**config.mk**
```make
export PLATFORM = sky130hd
export DESIGN_NAME = distribution_hazard_unit
export DESIGN_NICKNAME = d
export VERILOG_FILES = /design/src/rtl/dist_hazard_pkg.sv /design/src/rtl/dist_fwd_select.sv /design/src/rtl/distribution_hazard_unit.sv
export SDC_FILE = /design/constraint.sdc
export NUM_CORES = 1
export LEC_CHECK = 0
export CORE_MARGIN = 8
export CORE_UTILIZATION = 55
export CTS_CLUSTER_DIAMETER = 120
export CTS_CLUSTER_SIZE = 12
export DETAILED_ROUTE_END_ITERATION = 8
export DONT_BUFFER_PORTS = 1
export PLACE_DENSITY = 0.79
export SYNTH_ARGS = -nofsm -noshare
export SYNTH_HDL_FRONTEND = slang
export SYNTH_SLANG_ARGS = --single-unit
```
**constraint.sdc**
```tcl
create_clock -name clk -period 4.8 [get_ports clk]
set_clock_uncertainty 0.05 [all_clocks]
set_input_delay 0.48 -clock clk [delete_from_list [all_inputs] [get_ports clk]]
set_output_delay 0.48 -clock clk [all_outputs]
set_load 0.005 [all_outputs]
```
**src/rtl/dist_hazard_pkg.sv**
```systemverilog
// Shared constants and helpers for the distribution-register hazard unit.
// Holds the default parameter values and a generic packed-vector address slicer.
package dist_hazard_pkg;

    localparam int DEF_NUM_SRC        = 2;
    localparam int DEF_ADDR_W         = 5;
    localparam int DEF_NUM_STAGES     = 2;
    localparam int DEF_MAX_LAT        = 7;
    localparam int DEF_ZERO_HARDWIRED = 0;

    // Widest packed address vector / address the slicer can handle.
    localparam int SLICE_VEC_W  = 512;
    localparam int SLICE_ADDR_W = 16;

    function automatic logic [SLICE_ADDR_W-1:0] addr_at(
        input logic [SLICE_VEC_W-1:0] vec,
        input int unsigned            idx,
        input int unsigned            width
    );
        logic [SLICE_VEC_W-1:0] shifted;
        logic [SLICE_VEC_W-1:0] mask;
        shifted = vec >> (idx * width);
        mask    = ~({SLICE_VEC_W{1'b1}} << width);
        addr_at = SLICE_ADDR_W'(shifted & mask);
    endfunction

endpackage

```
**src/rtl/dist_fwd_select.sv**
```systemverilog
// One source operand versus all forwarding stages.
// Produces a one-hot (or zero) select where the youngest matching writer wins.
module dist_fwd_select
    import dist_hazard_pkg::*;
#(
    parameter int NUM_STAGES     = DEF_NUM_STAGES,
    parameter int ADDR_W         = DEF_ADDR_W,
    parameter int ZERO_HARDWIRED = DEF_ZERO_HARDWIRED
) (
    input  logic [ADDR_W-1:0]            i_src_addr,
    input  logic                         i_src_used,
    input  logic [NUM_STAGES-1:0]        i_stg_wr_en,
    input  logic [NUM_STAGES*ADDR_W-1:0] i_stg_dest_addr,
    output logic [NUM_STAGES-1:0]        o_sel
);

    logic              w_src_ok;
    logic              w_found;
    logic [ADDR_W-1:0] w_dest;

    assign w_src_ok = i_src_used && !((ZERO_HARDWIRED != 0) && (i_src_addr == '0));

    // Scan from youngest (index 0) upward; the first writer that matches claims the operand.
    always_comb begin
        o_sel   = '0;
        w_found = 1'b0;
        w_dest  = '0;
        for (int k = 0; k < NUM_STAGES; k++) begin
            w_dest = ADDR_W'(addr_at(SLICE_VEC_W'(i_stg_dest_addr), k, ADDR_W));
            if (!w_found && w_src_ok && i_stg_wr_en[k] && (w_dest == i_src_addr)) begin
                o_sel[k] = 1'b1;
                w_found  = 1'b1;
            end
        end
    end

endmodule

```
**src/rtl/distribution_hazard_unit.sv**
```systemverilog
// ID-stage hazard unit for distribution registers: per-source forwarding selects
// plus a latency scoreboard that stalls ID on sources owned by multi-cycle ops.
module distribution_hazard_unit
    import dist_hazard_pkg::*;
#(
    parameter  int NUM_SRC        = DEF_NUM_SRC,
    parameter  int ADDR_W         = DEF_ADDR_W,
    parameter  int NUM_STAGES     = DEF_NUM_STAGES,
    parameter  int MAX_LAT        = DEF_MAX_LAT,
    parameter  int ZERO_HARDWIRED = DEF_ZERO_HARDWIRED,
    localparam int LAT_W          = $clog2(MAX_LAT + 1),
    localparam int NUM_REGS       = 2 ** ADDR_W
) (
    input  logic                          clk,
    input  logic                          rst,
    input  logic                          id_valid,
    input  logic [NUM_SRC*ADDR_W-1:0]     id_src_addr,
    input  logic [NUM_SRC-1:0]            id_src_used,
    input  logic [NUM_STAGES-1:0]         stg_wr_en,
    input  logic [NUM_STAGES*ADDR_W-1:0]  stg_dest_addr,
    input  logic                          iss_valid,
    input  logic [ADDR_W-1:0]             iss_dest,
    input  logic [LAT_W-1:0]              iss_lat,
    output logic                          iss_ready,
    input  logic                          flush,
    output logic [NUM_SRC*NUM_STAGES-1:0] fwd_sel,
    output logic                          stall,
    output logic [NUM_REGS-1:0]           busy_vec
);

    logic [LAT_W-1:0]  r_cnt [NUM_REGS];
    logic              w_iss_zero;
    logic              w_accept;
    logic              w_stall_any;
    logic [ADDR_W-1:0] w_src;

    genvar gi;
    generate
        for (gi = 0; gi < NUM_SRC; gi++) begin : g_src
            dist_fwd_select #(
                .NUM_STAGES     (NUM_STAGES),
                .ADDR_W         (ADDR_W),
                .ZERO_HARDWIRED (ZERO_HARDWIRED)
            ) u_sel (
                .i_src_addr      (id_src_addr[gi*ADDR_W +: ADDR_W]),
                .i_src_used      (id_src_used[gi]),
                .i_stg_wr_en     (stg_wr_en),
                .i_stg_dest_addr (stg_dest_addr),
                .o_sel           (fwd_sel[gi*NUM_STAGES +: NUM_STAGES])
            );
        end
    endgenerate

    always_comb begin
        busy_vec = '0;
        for (int r = 0; r < NUM_REGS; r++) begin
            busy_vec[r] = (r_cnt[r] != '0);
        end
    end

    // Issue handshake: an op transfers on a clock edge where iss_valid && iss_ready;
    // iss_ready depends only on the target entry, never on iss_valid. A zero latency,
    // a hardwired-zero destination or a same-cycle flush drop the op without effect.
    assign iss_ready  = !busy_vec[iss_dest] || (r_cnt[iss_dest] == LAT_W'(1));
    assign w_iss_zero = (ZERO_HARDWIRED != 0) && (iss_dest == '0);
    assign w_accept   = iss_valid && iss_ready && (iss_lat != '0) && !flush && !w_iss_zero;

    // Reload wins over decrement so a WAW issue on the final cycle leaves no gap.
    always_ff @(posedge clk or posedge rst) begin
        if (rst) begin
            for (int r = 0; r < NUM_REGS; r++) begin
                r_cnt[r] <= '0;
            end
        end else begin
            for (int r = 0; r < NUM_REGS; r++) begin
                if (flush) begin
                    r_cnt[r] <= '0;
                end else if (w_accept && (iss_dest == ADDR_W'(r))) begin
                    r_cnt[r] <= iss_lat;
                end else if (r_cnt[r] != '0) begin
                    r_cnt[r] <= r_cnt[r] - LAT_W'(1);
                end
            end
        end
    end

    always_comb begin
        w_stall_any = 1'b0;
        w_src       = '0;
        for (int i = 0; i < NUM_SRC; i++) begin
            w_src = ADDR_W'(addr_at(SLICE_VEC_W'(id_src_addr), i, ADDR_W));
            if (id_src_used[i] && busy_vec[w_src] &&
                !((ZERO_HARDWIRED != 0) && (w_src == '0))) begin
                w_stall_any = 1'b1;
            end
        end
    end

    assign stall = id_valid && w_stall_any;

endmodule

```
==> out/metrics.cfg <==
[clocking]
tritoncts=built
root_buffer=clkbuf_16
cts_setup_buffers=0
cts_hold_buffers=0
clock_latency_ns=0.37
cts_max_level=3
cts_resized=0
clockBufferDepth=2
path_clk_slew_ns=0.07
cts.sinks=96
cts_buffers=9

[cells_and_area]
final_layout_size_suffix_gt1_share_pct=11.85
final_common_cell=nand2_1
nFillCells=1383
nets=957
regMostFlops=r_cnt
largest_register_ffs=96
syn2layout_area_growth_pct=2.993
reg_top3=r_cnt (96)
fin_cells=1077
final_cell_mix=nand2_1, inv_1, mux2i_1, dfrtp_1
antenna_cells=0

[setup_path]
cp_data_arrival_time_ns=3.27
cp-startpoint=r_cnt[57]
timing.rr.end=r_cnt[56]
cp-start-kind=register
reg2reg_slack_ns=1.55
end_kind=primary output
critical_path_required_ns=4.27
r2r_cells=10
crit_type=register to primary output
crit_fanout=18
worstReg2RegStart=r_cnt[57]

[timing]
hold_viol_final=0
fin_tns_setup_ns=0
max_freq_mhz=263.4
max_slew_margin_pct=28.33
finalCritPeriodShare_pct=79.11
maxSlewViolCount=0
worst-slew-pin-transition_ns=1.074
rsz0062_at_grt=no
layout_setup_ws_ns=1.003
finalSetupViolCount=0
period_needed_ns=3.797

[synth]
yosys.cell_types.count=32
yosys-mux-area-fraction_pct=25.54
synth-compound-area-share_pct=5.586
synth.avg_cell_area_um2=9.564
netlist_area_um2=8780
ys_ff_latch=96
synthAdderAreaFrac_pct=9.121
syn_inst=918
ys_seq_area_share_pct=27.36
yosysWarnings=0
synth_nets=1019
synth_xor_area_share_pct=5.187
synth_top_family_by_area=multiplexers
yosys.area_share.simple_pct=17.19

[die]
io_pins=75
die_area_um2=20260
core_region_area_um2=15770
rows=46
initial_core_util_pct=55.67
die_h_um=142.3
die_x_um=142.3

[power_and_ir_drop]
swShare_pct=44.18
peakVddDrop_uv=287.6
power_density_nw_per_um2=556.5
power_frac_clock_pct=15.0
p_leak_uw=0.004294
p_seq_share_pct=26.8
comb_power_share_pct=58.2
p_sw_uw=2224
p_total_uw=5032
p_int_uw=2809

[route]
drc=0
vias_per_cell=6.072
vias=6540
drt_first_pass_iters=5
drt_first_iter_violations=583
ant_nets=0
wl_per_cell_um=20.69
finalWirelength_mm=22.28

[placement]
place_ws_ns=1.446
gp_congestion=0.8672
io_buffers=0
dpl.hpwl_mm=15.64
dp.cells=1061

[grt]
overflow=0
grt_pass1_vias=6466
grt_max_degree=78
grt_usage_pct=22.66
grt_pass1_wl_mm=35.50
antenna_found_initial=0

[job]
cap_viol_max_count=0

[worst_hold_path]
hold_class=primary input to asynchronous set/reset pin

[run_status]
outcome=completed

[layout make-up]
| type | instances | area, um2 | share of cell area, % |
|---|---|---|---|
| multi-input combinational | 607 | 5505 | 60.88 |
| clock inverter | 5 | 56.30 | 0.6227 |
| inverter | 134 | 505.5 | 5.590 |
| clock buffer | 11 | 242.7 | 2.684 |
| sequential | 96 | 2402 | 26.57 |
| tap | 216 | 270.3 | 2.989 |
| timing repair buffer | 8 | 60.06 | 0.6642 |
[kinds of logic (layout without fill, tap and decap cells)]
logic type | Yosys count | in the layout
adders and majority gates | 64 | 64
buffers and inverters | 215 | 158
AOI/OAI and AO/OA | 81 | 81
and+or+nand+nor | 258 | 258
DFF | 96 | 96
muxes | 152 | 152
xor gates and xnor gates | 52 | 52
[power groups by stage]
| stage | Clock (uW) | Combinational, uW | Sequential [uW] |
|---|---|---|---|
| after floorplan | 0 | 2370 | 1270 |
| after global placement | 0 | 2770 | 1340 |
| after detailed placement | 0 | 2900 | 1350 |
| after CTS | 758 | 2930 | 1340 |
| after global routing | 788 | 3280 | 1380 |
| final | 753 | 2930 | 1350 |
[layer usage]
metal | GRT usage (%) | part of all wire, % | up-vias
met4 | 10.91 | 3.5 | 0
met3 | 5.535 | 8.2 | 60
li1 | - | - | 2992
met2 | 36.27 | 48 | 269
met1 | 28.25 | 41 | 3219
met5 | 0 | 0 | -
[critical path, cell delays in order (launching register included)]
cell	delay, ns
dfrtp_1	0.40
inv_1	0.07
ha_1	0.21
ha_1	0.30
mux4_1	0.56
mux4_2	0.51
nor2_1	0.19
o31ai_4	0.11
buf_4	0.29
and2_1	0.25
[metrics by stage]
step / area (um2) / hold slack (ns) / utilization [%]
floorplan: 8780 / 0.5126 / -
global placement: 8743 / 0.4182 / 55.44
detailed placement: 8743 / 0.4278 / 55.44
CTS: 9042 / 0.04473 / 57.34
global route: 9042 / 0.07496 / 57.34
finish: 9042 / 0.01193 / 57.34
[cell usage after synthesis]
library cell | instances | area, um2
o31ai_4 | 1 | 21.27
nand3_4 | 24 | 420.4
o311a_2 | 1 | 11.26
ha_1 | 64 | 800.8
nand4_4 | 5 | 106.4
nand4_1 | 7 | 43.79
nor4_1 | 24 | 150.1
nor3_1 | 10 | 50.05
clkbuf_1 | 58 | 217.7
dfrtp_1 | 96 | 2402
mux4_2 | 42 | 945.9
or2_2 | 2 | 12.51
buf_1 | 9 | 33.78
nor2_1 | 4 | 15.01
mux4_1 | 12 | 315.3
buf_6 | 8 | 90.09
buf_2 | 4 | 20.02
a22oi_1 | 9 | 67.56
buf_4 | 2 | 15.01
o21ai_0 | 64 | 320.3
nand2_1 | 169 | 634.4
mux2i_1 | 98 | 980.9
a22o_1 | 2 | 17.52
nand2b_1 | 4 | 25.02
xnor2_1 | 52 | 455.4
inv_1 | 134 | 503.0
nand3_1 | 4 | 20.02
and2_1 | 2 | 12.51
nor2b_1 | 3 | 18.77
o311ai_4 | 1 | 26.28
o311ai_1 | 1 | 8.760
a221oi_1 | 2 | 17.52
[worst max path at each step]
stage	endpoint	slack (ns)	cells after the start
after global routing	iss_ready	0.90	9
after CTS	iss_ready	1.02	9
after detailed placement	iss_ready	1.45	9
after floorplan	iss_ready	1.74	10
final	iss_ready	1.00	9
after global placement	iss_ready	1.55	9
No activity file was read; power rests on OpenSTA's default activity.
